$ cat src/rtl/mux_arb_pkg.sv
// Shared types and helpers for the arbitrated N-to-1 multiplexer.
package mux_arb_pkg;

    typedef enum logic [1:0] {
        MODO_PRIORIDAD   = 2'd0,
        MODO_ROUND_ROBIN = 2'd1,
        MODO_MANUAL      = 2'd2,
        MODO_RESERVADO   = 2'd3
    } modo_e;

    // Width of a channel index for n channels (n >= 2).
    function automatic int ancho_sel(input int n);
        return (n > 1) ? $clog2(n) : 1;
    endfunction

endpackage

$ cat src/rtl/arbitro_rr_n.sv
// Combinational arbiter: fixed priority, round-robin from a pointer, or manual select.
module arbitro_rr_n
    import mux_arb_pkg::*;
#(
    parameter  int N_CANALES = 4,
    localparam int ANCHO_SEL = ancho_sel(N_CANALES)
) (
    input  logic [N_CANALES-1:0] solicitudes,
    input  logic [ANCHO_SEL-1:0] puntero,
    input  modo_e                modo,
    input  logic [ANCHO_SEL-1:0] seleccion,
    output logic [N_CANALES-1:0] concesion,
    output logic [ANCHO_SEL-1:0] indice
);

    int                   suma_s;
    logic [ANCHO_SEL-1:0] candidato_s;

    // Grant selection; loops walk downward so the last hit is the highest-priority one.
    always_comb begin
        concesion   = '0;
        indice      = '0;
        suma_s      = 0;
        candidato_s = '0;
        case (modo)
            MODO_ROUND_ROBIN: begin
                for (int i = N_CANALES - 1; i >= 0; i--) begin
                    suma_s = int'(puntero) + i;
                    if (suma_s >= N_CANALES) begin
                        suma_s = suma_s - N_CANALES;
                    end else begin
                        suma_s = suma_s;
                    end
                    candidato_s = ANCHO_SEL'(suma_s);
                    if (solicitudes[candidato_s]) begin
                        concesion              = '0;
                        concesion[candidato_s] = 1'b1;
                        indice                 = candidato_s;
                    end else begin
                        concesion = concesion;
                    end
                end
            end
            MODO_MANUAL: begin
                // Out-of-range selections never match any channel.
                for (int i = 0; i < N_CANALES; i++) begin
                    if ((seleccion == ANCHO_SEL'(i)) && solicitudes[i]) begin
                        concesion[i] = 1'b1;
                        indice       = ANCHO_SEL'(i);
                    end else begin
                        concesion[i] = concesion[i];
                    end
                end
            end
            default: begin
                for (int i = N_CANALES - 1; i >= 0; i--) begin
                    if (solicitudes[i]) begin
                        concesion    = '0;
                        concesion[i] = 1'b1;
                        indice       = ANCHO_SEL'(i);
                    end else begin
                        concesion = concesion;
                    end
                end
            end
        endcase
    end

endmodule

$ cat src/rtl/mux_arbitrado_n_a_1.sv
// Registered N-to-1 multiplexer with valid/ready handshake; the granted channel index
// travels with the output word.
module mux_arbitrado_n_a_1
    import mux_arb_pkg::*;
#(
    parameter  int ANCHO     = 32,
    parameter  int N_CANALES = 4,
    localparam int ANCHO_SEL = ancho_sel(N_CANALES)
) (
    input  logic                       clk_i,
    input  logic                       rst_n_i,
    input  logic [1:0]                 modo_i,
    input  logic [ANCHO_SEL-1:0]       seleccion_i,
    input  logic [N_CANALES-1:0]       valido_i,
    input  logic [N_CANALES*ANCHO-1:0] datos_i,
    output logic [N_CANALES-1:0]       listo_o,
    output logic                       valido_o,
    output logic [ANCHO-1:0]           datos_o,
    output logic [ANCHO_SEL-1:0]       canal_o,
    input  logic                       listo_i
);

    logic [N_CANALES-1:0] concesion_s;
    logic [ANCHO_SEL-1:0] indice_s;
    logic [ANCHO_SEL-1:0] puntero_r;
    logic                 valido_r;
    logic [ANCHO-1:0]     datos_r;
    logic [ANCHO_SEL-1:0] canal_r;
    logic                 cargar_s;
    logic                 transferencia_s;
    logic [ANCHO-1:0]     dato_sel_s;
    modo_e                modo_s;

    assign modo_s = modo_e'(modo_i);

    arbitro_rr_n #(
        .N_CANALES (N_CANALES)
    ) u_arbitro (
        .solicitudes (valido_i),
        .puntero     (puntero_r),
        .modo        (modo_s),
        .seleccion   (seleccion_i),
        .concesion   (concesion_s),
        .indice      (indice_s)
    );

    // Accept strobes are forced low while reset is asserted.
    assign cargar_s        = !valido_r | listo_i;
    assign listo_o         = concesion_s & {N_CANALES{cargar_s & rst_n_i}};
    assign transferencia_s = |(valido_i & listo_o);

    // One-hot data select driven by the grant.
    always_comb begin
        dato_sel_s = '0;
        for (int k = 0; k < N_CANALES; k++) begin
            if (concesion_s[k]) begin
                dato_sel_s = datos_i[k*ANCHO +: ANCHO];
            end else begin
                dato_sel_s = dato_sel_s;
            end
        end
    end

    // Output word register: load on transfer, empty on consume, hold on stall.
    always_ff @(posedge clk_i or negedge rst_n_i) begin
        if (!rst_n_i) begin
            valido_r <= 1'b0;
            datos_r  <= '0;
            canal_r  <= '0;
        end else if (transferencia_s) begin
            valido_r <= 1'b1;
            datos_r  <= dato_sel_s;
            canal_r  <= indice_s;
        end else if (listo_i) begin
            valido_r <= 1'b0;
        end
    end

    // Round-robin pointer advances past the granted channel, only in round-robin mode.
    always_ff @(posedge clk_i or negedge rst_n_i) begin
        if (!rst_n_i) begin
            puntero_r <= '0;
        end else if (transferencia_s && (modo_s == MODO_ROUND_ROBIN)) begin
            if (indice_s == ANCHO_SEL'(N_CANALES - 1)) begin
                puntero_r <= '0;
            end else begin
                puntero_r <= indice_s + ANCHO_SEL'(1);
            end
        end
    end

    assign valido_o = valido_r;
    assign datos_o  = datos_r;
    assign canal_o  = canal_r;

endmodule
$ cat config.mk
export PLATFORM = sky130hd
export DESIGN_NAME = mux_arbitrado_n_a_1
export DESIGN_NICKNAME = d
export VERILOG_FILES = /design/src/rtl/mux_arb_pkg.sv /design/src/rtl/arbitro_rr_n.sv /design/src/rtl/mux_arbitrado_n_a_1.sv
export SDC_FILE = /design/constraint.sdc
export NUM_CORES = 1
export LEC_CHECK = 0
export ABC_CLOCK_PERIOD_IN_PS = 3800
export BUFFER_PORTS_ARGS = -buffer_cell sky130_fd_sc_hd__buf_2
export CAP_MARGIN = 20
export CELL_PAD_IN_SITES_DETAIL_PLACEMENT = 1
export CELL_PAD_IN_SITES_GLOBAL_PLACEMENT = 2
export CORE_UTILIZATION = 21
export DETAILED_ROUTE_END_ITERATION = 10
export PLACE_DENSITY = 0.77
export SLEW_MARGIN = 20
export SYNTH_ARGS = -nofsm -noshare
export SYNTH_HDL_FRONTEND = slang
export SYNTH_SLANG_ARGS = --single-unit
$ cat constraint.sdc
create_clock -name clk_i -period 3.8 [get_ports clk_i]
set_input_delay 0.95 -clock clk_i [delete_from_list [all_inputs] [get_ports clk_i]]
set_output_delay 0.95 -clock clk_i [all_outputs]
set_load 0.005 [all_outputs]
# Word-level counts from Yosys, hierarchy flattened
# Cells that the tools add are included.
# op_classes
n_addsub,8
n_lt_le_gt_ge,12
n_eq_ne,6
muxes,56
n_bitwise,4
n_reduce_logical,13
# ops
cell,n
$mux W32,4
$mux W2,19
$mux W4,8
$mux W1,15
$lt A2 B3 Y1 const B,4
$ge A3 B3 Y1 const B,3
$logic_and A1 B1 Y1,9
$and A4 B4 Y4,2
$bmux W1 S2,4
$demux W1 S2,4
$eq A2 B2 Y1 const B,4
$ge A2 B1 Y1 const B,4
$pmux W4 S2,1
$sub A2 B1 Y2 const B,4
$add A2 B2 Y3 const B,2
$eq A2 B1 Y1 const B,2
$pmux W2 S2,1
$reduce_or A4 Y1,1
$add A2 B1 Y3 const B,1
$ge A2 B3 Y1 const B,1
$add A2 B1 Y2 const B,1
$logic_not A2 Y1,1
$reduce_bool A2 Y1,1
$and A1 B1 Y1,1
2 further kinds,2
# totals
regBits,37
input_bits,139
out_inout_bits,39
elab_cells,103

# Logic depth before layout (Yosys ltp)
# Gate-level depths: netlist of run 1.
# logic_depth
depth_word,17
ltp_mapped,16
mapped_depth_nobuf,9

# Hierarchy
# From an unflattened synthesis of run 1, not the netlist that was laid out.
# hier_totals
hier_cells,300
area_unflattened_um2,2731.4
# by_module_without_submodules
mod,n_inst,cells_each,area_per_inst_um2,seq_area_each_um2
mux_arbitrado_n_a_1,1,213,2077.0,925.9
arbitro_rr_n,1,87,654.4,0.0

# Least setup slack after synthesis of run 1
# Ideal clock, no wire load.
# synth_timing
path_kind,register to output
from,register puntero_r[0]
to,output port listo_o[2]
arrival_ns,3.111
required_time_ns,2.850
setup_slack_ns,-0.261
path_stages_with_launch,13
path_buffers,5
path_cell_list,dfrtp_1 buf_6 clkbuf_1 inv_1 ha_1 clkbuf_1 mux4_2 a21o_1 o311a_1 nor2_1 clkbuf_1 clkbuf_1 nor2_1
# synth_via
elab_chain_cells,14
elab_cells_between_ends,53
cone_classes,add/sub: 7; order compare: 12; mux: 29; bitwise: 1; reduce/logical: 4
# synth_lines
item,line,rtl
start: declaration,mux_arbitrado_n_a_1.sv:25,logic [ANCHO_SEL-1:0] puntero_r;
start signal: assignment,mux_arbitrado_n_a_1.sv:87,puntero_r <= indice_s + ANCHO_SEL'(1);
$add A2 B2 Y3,arbitro_rr_n.sv:28,suma_s = int'(puntero) + i;
$ge A3 B3 Y1 / $sub A2 B1 Y2 (equally long branches),"arbitro_rr_n.sv:29, arbitro_rr_n.sv:30",
$mux W2,arbitro_rr_n.sv:29,if (suma_s >= N_CANALES) begin
$mux W2,arbitro_rr_n.sv:25,case (modo)
$lt A2 B3 Y1 (implied by the code) / $ge A2 B1 Y1 (equally long branches),arbitro_rr_n.sv:37,concesion[candidato_s] = 1'b1;
$logic_and A1 B1 Y1 (implied by the code),arbitro_rr_n.sv:37,
$mux W1 (implied by the code),arbitro_rr_n.sv:37,
$demux W1 S2,--,
$mux W4 (3 in series),arbitro_rr_n.sv:35,if (solicitudes[candidato_s]) begin
$mux W4 (*),arbitro_rr_n.sv:35,
$pmux W4 S2 (*),arbitro_rr_n.sv:25,
$and A4 B4 Y4 (*),mux_arbitrado_n_a_1.sv:49,assign listo_o = concesion_s & {N_CANALES{cargar_s & rst_n_i}};
end: declaration,mux_arbitrado_n_a_1.sv:16,"output logic [N_CANALES-1:0] listo_o,"
# Mark *: on every way between the ends. The rest lies on a longest branch, timed or not. The select of a mux whose other input is x is not followed.

# Worst setup path after layout of run 1
# layout_timing
from,input port valido_i[3]
to,output port listo_o[2]
# layout_via
elab_chain_cells,8
elab_cells_between_ends,14
cone_classes,mux: 13; bitwise: 1
# layout_lines
item,line,rtl
start: declaration,mux_arbitrado_n_a_1.sv:14,"input logic [N_CANALES-1:0] valido_i,"
$bmux W1 S2,arbitro_rr_n.sv:35,
$mux W1 (implied by the code),arbitro_rr_n.sv:35,
$mux W4 (3 in series),arbitro_rr_n.sv:35,
$mux W4 (*),arbitro_rr_n.sv:35,
$pmux W4 S2 (*),arbitro_rr_n.sv:25,
$and A4 B4 Y4 (*),mux_arbitrado_n_a_1.sv:49,
# Marks and branches as above.

==> results of run 1 <==
synthesized netlist by cell type, drive strengths merged (3+ instances only):
library cell	instances
a21oi	37
a31oi	33
and2	3
and3	33
buf	11
clkbuf	36
dfrtp	37
ha	10
inv	44
mux2	4
mux2i	6
mux4	4
nand2	43
nand2b	6
nand3	3
nor2	8
nor2b	4
nor3b	4
nor4b	3
o21ai	43
o221ai	32
where the power goes:
part	leakage, nW	internal [mW]	switching [mW]
Sequential	0.427	0.591	0.111
Clock	0.0641	0.244	0.159
Combinational	1.78	0.681	0.852
Total	2.27	1.52	1.12
kinds of logic (layout without fill, tap and decap cells):
logic type / Yosys count / after routing / share of synthesized area (%)
other: 0 / 1 / 0
and+or+nand+nor: 110 / 110 / 17.6
DFF: 37 / 37 / 28.3
xor gates and xnor gates: 1 / 1 / 0.268
AOI/OAI and AO/OA: 162 / 162 / 31.6
adders and majority gates: 10 / 10 / 3.83
muxes: 14 / 14 / 6.09
buffers and inverters: 91 / 251 / 12.2
timing repair:
action | in CTS | in global routing
hold buffers | 0 | 0
setup endpoints to repair | 0 | 2
gates resized for setup | 0 | 2
worst paths after layout:
check | start | endpoint | slack, ns | cells after the start
max in group asynchronous | rst_n_i | datos_o[9] | 2.56 | 2
setup / recovery | valido_i[3] | listo_o[2] | 0.17 | 8
min in group asynchronous | rst_n_i | datos_o[8] | 0.57 | 1
setup reg to reg | puntero_r[0] | datos_o[28] | 0.48 | 10
hold reg to reg | canal_o[1] | canal_o[1] | 0.52 | 1
hold / removal | canal_o[1] | canal_o[1] | 0.52 | 1
metal layers:
| layer | GRT usage [%] | share of wire [%] | wire (microns) |
|---|---|---|---|
| met1 | 20.4 | 44 | 5720 |
| met3 | 2.36 | 4.4 | 573 |
| met2 | 30.0 | 50 | 6520 |
| met5 | 0 | 0 | 0 |
| met4 | 4.90 | 1.4 | 185 |
metrics by stage:
stage          power (mW)  hold slack, ns  cell area, sq um
2_1_floorplan        1.63           0.501              3270
3_3_place_gp         2.21           0.511              4370
3_5_place_dp         2.26           0.518              4370
4_1_cts              2.67           0.531              4510
5_1_grt              2.88           0.556              4520
6_report             2.64           0.522              4520
final cells by class:
| type | instances | area share (%) |
|---|---|---|
| antenna | 1 | 0.0553 |
| clock inverter | 1 | 0.166 |
| sequential | 37 | 20.5 |
| timing repair buffer | 199 | 24.1 |
| tap | 188 | 5.20 |
| inverter | 44 | 3.65 |
| clock buffer | 7 | 2.93 |
| multi-input combinational | 297 | 43.5 |
sequential cells by signal, summed over array words and instances (netlist names):
| name | flops |
|---|---|
| canal_o | 2 |
| datos_o | 32 |
| puntero_r | 2 |
| valido_o | 1 |
==> results.rst, run 1 <==
.. list-table::
   :header-rows: 1

   * - Metric
     - Value
   * - Core area
     - 15200 sq um
   * - Area of all sequential standard cells
     - 926 sq um
   * - Least setup slack across all paths after layout
     - 0.169 ns
   * - Achievable frequency
     - 0.275 GHz
   * - Top area cells in the synthesized netlist
     - sky130_fd_sc_hd__dfrtp_1, sky130_fd_sc_hd__o221ai_1, sky130_fd_sc_hd__o21ai_0
   * - CTS tree
     - done
   * - Most common flop cell mapped by yosys
     - sky130_fd_sc_hd__dfrtp_1
   * - Instance count after placement with tap cells included
     - 765
   * - CTS H-Tree Depth
     - 2
   * - Family of cells with the greatest summed delay on the critical path
     - multiplexers
   * - Startpoint Class
     - primary input
   * - Highest-count cells in the layout ignoring fill and taps
     - sky130_fd_sc_hd__buf_2, sky130_fd_sc_hd__inv_1, sky130_fd_sc_hd__o21ai_0, sky130_fd_sc_hd__nand2_1
   * - Final Skew
     - 0.00998 ns
   * - Mean routed wirelength per cell
     - 16.8 microns
   * - Category of the critical setup timing path
     - primary input to output port
   * - Die Span Y
     - 127 microns
   * - HP Class
     - flip-flop to flip-flop
   * - Port Buffer Count
     - 177
   * - Delay of the slowest cell on the worst path
     - 0.51 ns
   * - Final core area utilization
     - 29.8%
   * - Count of flip-flops with a built-in enable after synthesis
     - 0
   * - Gr usage total
     - 16.6%
   * - Run status
     - complete, no violations
   * - Most common cell type on the critical path
     - sky130_fd_sc_hd__buf_2
   * - Summed instance area of the synthesized netlist
     - 3270 sq um
   * - Clock transition at the registers of the reported paths
     - 0.05 ns
   * - Vias after detailed routing
     - 3820
   * - Peak fanout along the critical path
     - 12
   * - Number of buffers inserted during clock tree synthesis
     - 5
   * - Share of the clock period used by the worst path
     - 95.5%
   * - Initial drt markers
     - 133
   * - Gate Count Post-Synth
     - 425
   * - Combined area of the multi-input logic cells
     - 1970 sq um
   * - Syn. warnings
     - 0
   * - Leakage dissipation
     - 2.27 nW
   * - Post-synth top area cell
     - sky130_fd_sc_hd__dfrtp_1
   * - Setup violators final
     - 0
   * - Pre-CTS setup slack
     - 0.0731 ns
   * - Count of antenna-violating nets left after detailed routing
     - 0
   * - Total iterations of the first detailed-routing run
     - 4
   * - Nature of the critical path endpoint
     - output port
   * - Post-Syn Area per Cell
     - 7.69 sq um
   * - Minimum clock period
     - 3.63 ns
   * - Sinks on the clock net
     - 37
   * - Final Net Count
     - 733
   * - Post-CTS Repair Setup Buffers
     - 0
   * - Vias in the first global route
     - 4059
   * - Critical path's slowest cell
     - sky130_fd_sc_hd__mux4_2
   * - Global-route wire length before repair
     - 21200 microns
   * - Clock Tree Buf Depth
     - 2
   * - Slew at the pin closest to its max-slew limit
     - 0.554 ns
   * - Site row count
     - 45
   * - Area Growth Syn to Fin
     - 38.4%
   * - Arrival time of the worst setup path
     - 2.68 ns
   * - Pin count of the biggest net entering global routing
     - 65
   * - Post-route non-filler standard cell count
     - 774
   * - Synth cell types
     - 40
   * - Share of the yosys chip area belonging to registers
     - 28.3%
   * - Max-cap violations
     - 0
   * - IR Drop Worst-Case VDD
     - 160 uV
   * - Area fraction of the dominant cell type after synthesis
     - 28.3%
   * - Post-detailed-route DRC marker count
     - 0
   * - Initial antenna violation count
     - 1
   * - Async S/R FF share, synth
     - 100%
   * - Die area
     - 16100 sq um
   * - Cell at the root of the clock tree
     - sky130_fd_sc_hd__clkbuf_16
   * - Final estimated routing congestion in global placement
     - 0.853
   * - Required time of the critical path
     - 2.85 ns
   * - Setup tns final
     - 0 ns
   * - Number of hold violations in the final report
     - 0
   * - Final wirelength
     - 13000 microns
   * - Most common cell after layout, fill and taps aside
     - sky130_fd_sc_hd__buf_2
   * - Total nets after synthesis
     - 574
   * - Unrepaired setup endpoints after global routing
     - false
   * - Normalized max-slew margin
     - 62.7%
   * - Placed wire-length estimate after detailed placement
     - 10400 microns
   * - Die width
     - 127 microns
   * - Overflow left after global routing
     - 0
   * - I/O pin count
     - 178
   * - Fraction of layout instances using a drive strength above 1
     - 37.4%
   * - Final Max Tran Viols
     - 0
   * - Worst-path cell chain
     - buf_2, mux4_2, buf_4, nor4b_1, o311a_1, nor2_4, nor2_1, buf_2
   * - Flip-flop and latch count after synthesis
     - 37
   * - Combined buffer and inverter count along the critical path
     - 3
   * - Vias per Instance
     - 4.94
   * - Latest clock arrival within the worst-skew pair
     - 0.28 ns
   * - Layout fillers
     - 1919
   * - Starting Density
     - 21.5%
   * - Areal power density over the cells
     - 583 nW/um^2
(Power assumes the default switching activity.)
==> run 2, diff against run 1 <==
- CTS_BUF_LIST: unset -> sky130_fd_sc_hd__clkbuf_8 sky130_fd_sc_hd__clkbuf_16
==> run 2 against run 1 <==
Net effect: worst hold slack is the same; critical endpoint unchanged; final cell count is the same; clock skew hardly changed; routed wire length hardly changed; flip-flop and latch count stayed put; utilization did not move; critical path depth did not move; die area unchanged; largest cell class unchanged; highest routed layer unchanged; global-route usage did not move.
==> results.rst, run 2 (synthesized netlist as in run 1, its figures left out) <==
.. list-table::
   :header-rows: 1

   * - Metric
     - Value
   * - Power dissipated by switching net loads
     - 1.12 mW (about the same)
   * - Number of hold violations in the final report
     - 0 (unchanged)
   * - Pre-CTS setup slack
     - 0.0731 ns (unchanged)
   * - Layout fillers
     - 1919 (unchanged)
   * - Flop-to-flop setup slack
     - 0.48 ns (about the same)
   * - Latest clock arrival within the worst-skew pair
     - 0.28 ns (about the same)
   * - Fraction of layout instances using a drive strength above 1
     - 37.4% (unchanged)
   * - Die area
     - 16100 sq um (unchanged)
   * - Gr usage total
     - 16.6% (unchanged)
   * - Category of the critical setup timing path
     - primary input to output port (unchanged)
   * - Vias after detailed routing
     - 3825 (was 3820)
   * - Vias in the first global route
     - 4059 (unchanged)
   * - CTS tree
     - done (unchanged)
   * - Achievable frequency
     - 0.275 GHz (unchanged)
   * - Unrepaired setup endpoints after global routing
     - false (unchanged)
   * - Peak fanout along the critical path
     - 12 (unchanged)
   * - Vias per Instance
     - 4.94 (about the same)
   * - I/O pin count
     - 178 (unchanged)
   * - Pin count of the biggest net entering global routing
     - 65 (unchanged)
   * - Worst flop-to-flop path endpoint
     - datos_o[28] (unchanged)
   * - Post-layout instance area
     - 4520 sq um (unchanged)
   * - Leakage dissipation
     - 2.28 nW (was 2.27 nW)
   * - Number of buffers inserted during clock tree synthesis
     - 5 (unchanged)
   * - Placed wire-length estimate after detailed placement
     - 10400 microns (unchanged)
   * - Placed instance area
     - 4370 sq um (unchanged)
   * - Final estimated routing congestion in global placement
     - 0.853 (unchanged)
   * - Share of the clock period used by the worst path
     - 95.5% (unchanged)
   * - Final Skew
     - 0.0102 ns (was 0.00998 ns)
   * - Startpoint Class
     - primary input (unchanged)
   * - Source of the worst register-to-register timing path
     - puntero_r[0] (unchanged)
   * - Final Net Count
     - 733 (unchanged)
   * - Internal
     - 1.51 mW (was 1.52 mW)
   * - Nature of the critical path endpoint
     - output port (unchanged)
   * - Core area
     - 15200 sq um (unchanged)
   * - Port Buffer Count
     - 177 (unchanged)
   * - Global-route wire length before repair
     - 21200 microns (unchanged)
   * - Initial antenna violation count
     - 1 (unchanged)
   * - Die width
     - 127 microns (unchanged)
   * - Launch instance of the worst min-delay path
     - canal_o[1] (unchanged)
   * - Normalized max-slew margin
     - 62.7% (unchanged)
   * - Setup violators final
     - 0 (unchanged)
   * - Total iterations of the first detailed-routing run
     - 4 (unchanged)
   * - Sinks on the clock net
     - 37 (unchanged)
   * - Run status
     - complete, no violations (unchanged)
   * - Starting Density
     - 21.5% (unchanged)
   * - Highest-count cells in the layout ignoring fill and taps
     - sky130_fd_sc_hd__buf_2, sky130_fd_sc_hd__inv_1, sky130_fd_sc_hd__o21ai_0, sky130_fd_sc_hd__nand2_1 (unchanged)
   * - Initial drt markers
     - 133 (unchanged)
   * - Overflow left after global routing
     - 0 (unchanged)
   * - Most common cell type on the critical path
     - sky130_fd_sc_hd__buf_2 (unchanged)
   * - Minimum clock period
     - 3.63 ns (unchanged)
   * - Final wirelength
     - 13000 microns (about the same)
   * - Clock transition at the registers of the reported paths
     - 0.05 ns (about the same)
   * - Instance count after placement with tap cells included
     - 765 (unchanged)
   * - Total design power
     - 2.63 mW (was 2.64 mW)
   * - Site row count
     - 45 (unchanged)
   * - Worst-path cell chain
     - buf_2, mux4_2, buf_4, nor4b_1, o311a_1, nor2_4, nor2_1, buf_2 (unchanged)
   * - Delay of the slowest cell on the worst path
     - 0.51 ns (about the same)
   * - Comb pwr share
     - 58.2% (was 58.1%)
   * - Post-detailed-route DRC marker count
     - 0 (unchanged)
   * - Sequential group share of total power
     - 26.7% (was 26.6%)
   * - Arrival time of the worst setup path
     - 2.68 ns (about the same)
   * - Slew at the pin closest to its max-slew limit
     - 0.554 ns (unchanged)
   * - Switching fraction of total power
     - 42.7% (was 42.6%)
   * - Max FFs per register
     - 32 (unchanged)
   * - HP Class
     - flip-flop to flip-flop (unchanged)
   * - Final Max Tran Viols
     - 0 (unchanged)
   * - Cell at the root of the clock tree
     - sky130_fd_sc_hd__clkbuf_16 (unchanged)
   * - Required time of the critical path
     - 2.85 ns (about the same)
   * - CTS H-Tree Depth
     - 2 (unchanged)
   * - Count of antenna-violating nets left after detailed routing
     - 0 (unchanged)
   * - Mean routed wirelength per cell
     - 16.8 microns (about the same)
   * - IR Drop Worst-Case VDD
     - 160 uV (about the same)
   * - Instance count along the most critical hold path
     - 1 (unchanged)
   * - Most common cell after layout, fill and taps aside
     - sky130_fd_sc_hd__buf_2 (unchanged)
   * - Post-route non-filler standard cell count
     - 774 (unchanged)
   * - Setup tns final
     - 0 ns (unchanged)
   * - Terminating pin of the worst hold path
     - canal_o[1] (unchanged)
   * - Die Span Y
     - 127 microns (unchanged)
   * - Worst-case reg-to-reg path depth
     - 10 (unchanged)
   * - Area Growth Syn to Fin
     - 38.4% (unchanged)
   * - Max-cap violations
     - 0 (unchanged)
   * - Areal power density over the cells
     - 582 nW/um^2 (was 583 nW/um^2)
   * - Critical path's slowest cell
     - sky130_fd_sc_hd__mux4_2 (unchanged)
   * - Post-CTS Repair Setup Buffers
     - 0 (unchanged)
   * - Share of total power in the clock network
     - 15.1% (was 15.3%)
   * - Least setup slack across all paths after layout
     - 0.169 ns (unchanged)
   * - Clock Tree Buf Depth
     - 2 (unchanged)
==> run 2: how the worst max path moves through the flow <==
| stage | startpoint | endpoint | slack (ns) | cells past startpoint |
|---|---|---|---|---|
| floorplan | valido_i[2] | listo_o[3] | 0.005 | 9 |
| global placement | valido_i[3] | listo_o[3] | 0.15 | 8 |
| detailed placement | valido_i[3] | listo_o[3] | 0.07 | 8 |
| CTS | puntero_r[0] | listo_o[3] | 0.07 | 9 |
| global route | valido_i[2] | listo_o[2] | 0.02 | 8 |
| finish | valido_i[3] | listo_o[2] | 0.17 | 8 |
==> run 2: final cells by class <==
cell class	instances	area (sq um)	share of cell area, %
multi-input cells	297	1970	43.5
clock inverters	3	15.0	0.332
repair buffers	199	1090	24.1
clock buffers	5	125	2.77
inverters	44	165	3.65
diodes	1	2.50	0.0553
flip-flops and latches	37	926	20.5
well taps	188	235	5.20
==> run 2: timing repair <==
action	CTS	global route
endpoints found under the hold margin	0	0
gates resized for setup	0	2
endpoints found under the setup margin	0	2
hold buffers	0	0
==> run 2: power groups by stage <==
stage	logic, mW	clock network [mW]	registers (mW)
6_report	1.53	0.398	0.703
5_1_grt	1.71	0.429	0.730
3_5_place_dp	1.54	0	0.710
3_3_place_gp	1.50	0	0.703
4_1_cts	1.55	0.414	0.706
2_1_floorplan	0.911	0	0.721
==> run 2: per-stage QoR <==
step / utilization (%) / hold slack, ns
3_5_place_dp: 28.8 / 0.518
3_3_place_gp: 28.8 / 0.511
2_1_floorplan: - / 0.501
4_1_cts: 29.7 / 0.531
5_1_grt: 29.8 / 0.556
6_report: 29.8 / 0.522
==> run 2: critical path: cells and delay by family <==
kind	cells	cell delay, ns
buf+inv	3	0.49
mux	1	0.51
simple gates	3	0.47
compound gates	1	0.26
==> run 2: per-layer routing <==
metal,wire length [microns],up-vias,GRT usage (%)
met5,0,-,0
met3,574,14,2.36
met4,185,0,4.90
li1,-,1863,-
met2,6520,118,30.0
met1,5720,1830,20.4
==> run 3, diff against run 2 <==
- CORE_MARGIN: unset -> 3
==> run 3 against run 2 <==
Net effect: die area rose by 6.4%; setup slack worse by 0.024 ns; routed wire length increased by 5.9%.
==> results.rst, run 3 (synthesized netlist as in run 1, its figures left out) <==
.. list-table::
   :header-rows: 1

   * - Metric
     - Value
   * - Run status
     - complete, no violations (unchanged)
   * - Internal
     - 1.57 mW (was 1.51 mW)
   * - Layout fillers
     - 1870 (was 1919)
   * - Placed instance area
     - 4350 sq um (was 4370 sq um)
   * - Port Buffer Count
     - 177 (unchanged)
   * - Clock transition at the registers of the reported paths
     - 0.05 ns (about the same)
   * - Area Growth Syn to Fin
     - 38.4% (about the same)
   * - Final core area utilization
     - 30.4% (was 29.8%)
   * - Startpoint Class
     - primary input (unchanged)
   * - Initial antenna violation count
     - 0 (was 1)
   * - Max FFs per register
     - 32 (unchanged)
   * - Highest-count cells in the layout ignoring fill and taps
     - sky130_fd_sc_hd__buf_2, sky130_fd_sc_hd__inv_1, sky130_fd_sc_hd__o21ai_0, sky130_fd_sc_hd__nand2_1 (unchanged)
   * - Starting Density
     - 22.0% (was 21.5%)
   * - Gr usage total
     - 15.6% (was 16.6%)
   * - Final estimated routing congestion in global placement
     - 0.822 (was 0.853)
   * - Unrepaired setup endpoints after global routing
     - false (unchanged)
   * - IR Drop Worst-Case VDD
     - 223 uV (was 160 uV)
   * - Clock Tree Buf Depth
     - 2 (unchanged)
   * - Normalized max-slew margin
     - 60.5% (was 62.7%)
   * - Max-cap violations
     - 0 (unchanged)
   * - Latest clock arrival within the worst-skew pair
     - 0.29 ns (was 0.28 ns)
   * - Category of the critical setup timing path
     - primary input to output port (unchanged)
   * - Post-layout instance area
     - 4520 sq um (about the same)
   * - Overflow left after global routing
     - 0 (unchanged)
   * - Pin count of the biggest net entering global routing
     - 65 (unchanged)
   * - Cell at the root of the clock tree
     - sky130_fd_sc_hd__clkbuf_16 (unchanged)
   * - Arrival time of the worst setup path
     - 2.71 ns (was 2.68 ns)
   * - Mean routed wirelength per cell
     - 17.8 microns (was 16.8 microns)
   * - Sinks on the clock net
     - 37 (unchanged)
   * - CTS Hold Buffers Added
     - 0 (unchanged)
   * - Post-detailed-route DRC marker count
     - 0 (unchanged)
   * - Setup violators final
     - 0 (unchanged)
   * - Power dissipated by switching net loads
     - 1.13 mW (was 1.12 mW)
   * - Die width
     - 131 microns (was 127 microns)
   * - Comb pwr share
     - 56.6% (was 58.2%)
   * - Final Net Count
     - 734 (was 733)
   * - Sequential group share of total power
     - 25.8% (was 26.7%)
   * - Core area
     - 14900 sq um (was 15200 sq um)
   * - Final Skew
     - 0.00857 ns (was 0.0102 ns)
   * - Vias after detailed routing
     - 3828 (was 3825)
   * - Share of total power in the clock network
     - 17.6% (was 15.1%)
   * - Required time of the critical path
     - 2.85 ns (about the same)
   * - I/O pin count
     - 178 (unchanged)
   * - Initial drt markers
     - 196 (was 133)
   * - Peak fanout along the critical path
     - 11 (was 12)
   * - CTS tree
     - done (unchanged)
   * - CTS H-Tree Depth
     - 2 (unchanged)
   * - Most common cell after layout, fill and taps aside
     - sky130_fd_sc_hd__buf_2 (unchanged)
   * - Nature of the critical path endpoint
     - output port (unchanged)
   * - Fraction of layout instances using a drive strength above 1
     - 37.4% (about the same)
   * - Vias in the first global route
     - 3995 (was 4059)
   * - Count of antenna-violating nets left after detailed routing
     - 0 (unchanged)
   * - Minimum clock period
     - 3.66 ns (was 3.63 ns)
   * - Total design power
     - 2.70 mW (was 2.63 mW)
   * - Final Max Tran Viols
     - 0 (unchanged)
   * - Site row count
     - 44 (was 45)
   * - Areal power density over the cells
     - 597 nW/um^2 (was 582 nW/um^2)
   * - Instance count after placement with tap cells included
     - 762 (was 765)
   * - Share of the clock period used by the worst path
     - 96.2% (was 95.5%)
   * - Total iterations of the first detailed-routing run
     - 4 (unchanged)
   * - Vias per Instance
     - 4.96 (was 4.94)
   * - Global-route wire length before repair
     - 21300 microns (was 21200 microns)
   * - Die Span Y
     - 131 microns (was 127 microns)
   * - Switching fraction of total power
     - 41.9% (was 42.7%)
   * - Slew at the pin closest to its max-slew limit
     - 0.587 ns (was 0.554 ns)
   * - Achievable frequency
     - 0.274 GHz (was 0.275 GHz)
   * - Die area
     - 17100 sq um (was 16100 sq um)
   * - Number of hold violations in the final report
     - 0 (unchanged)
   * - Number of buffers inserted during clock tree synthesis
     - 5 (unchanged)
   * - Final wirelength
     - 13800 microns (was 13000 microns)
   * - HP Class
     - flip-flop to flip-flop (unchanged)
   * - Setup tns final
     - 0 ns (unchanged)
   * - Leakage dissipation
     - 2.29 nW (was 2.28 nW)
   * - Post-route non-filler standard cell count
     - 771 (was 774)
   * - Placed wire-length estimate after detailed placement
     - 10900 microns (was 10400 microns)
run 3: critical path, stage by stage:
cell	delay (ns)
sky130_fd_sc_hd__buf_2	0.18
sky130_fd_sc_hd__mux4_2	0.52
sky130_fd_sc_hd__buf_4	0.20
sky130_fd_sc_hd__nor4b_1	0.32
sky130_fd_sc_hd__o311a_1	0.26
sky130_fd_sc_hd__nor2_4	0.06
sky130_fd_sc_hd__nor2_1	0.10
sky130_fd_sc_hd__buf_2	0.12
run 3: per-layer routing:
metal	up-vias	part of all wire (%)	routed length, microns	global-route usage (%)
met5	-	0	0	0
met4	0	0.96	132	3.51
met3	9	6.3	868	3.58
met2	125	48	6590	25.7
met1	1821	45	6170	21.0
li1	1873	-	-	-
run 3: repair_timing:
item	in CTS	in global routing
gates resized for setup	0	2
setup endpoints to repair	0	2
hold endpoints to repair	0	0
setup buffers	0	0
run 3: cell type report:
class | count | area [sq um] | area share [%]
diodes | 1 | 2.50 | 0.0553
clock buffers | 5 | 125 | 2.77
clock inverters | 3 | 42.5 | 0.941
inverters | 44 | 165 | 3.65
multi-input cells | 297 | 1960 | 43.3
flip-flops and latches | 37 | 926 | 20.5
well taps | 184 | 230 | 5.09
repair buffers | 200 | 1070 | 23.7
run 3: worst paths after layout:
kind	start	to	slack [ns]	depth (start not counted)
min in group asynchronous	rst_n_i	valido_o	0.61	1
hold / removal	canal_o[1]	canal_o[1]	0.52	1
max in group asynchronous	rst_n_i	datos_o[2]	2.52	2
hold reg to reg	canal_o[1]	canal_o[1]	0.52	1
setup / recovery	valido_i[2]	listo_o[2]	0.14	8
setup reg to reg	puntero_r[0]	datos_o[7]	0.48	10
run 3: metrics by stage:
stage          setup WS [ns]  hold slack, ns
2_1_floorplan        0.00532           0.501
3_3_place_gp           0.200           0.497
3_5_place_dp           0.132           0.504
4_1_cts                0.117           0.525
5_1_grt               0.0506           0.552
6_report               0.145           0.518
run 3: power by group through the flow:
stage | clock [mW] | sequential (mW) | combinational [mW]
floorplan | 0 | 0.721 | 0.911
global placement | 0 | 0.695 | 1.50
detailed placement | 0 | 0.706 | 1.54
CTS | 0.491 | 0.701 | 1.54
global route | 0.512 | 0.728 | 1.72
finish | 0.475 | 0.697 | 1.53
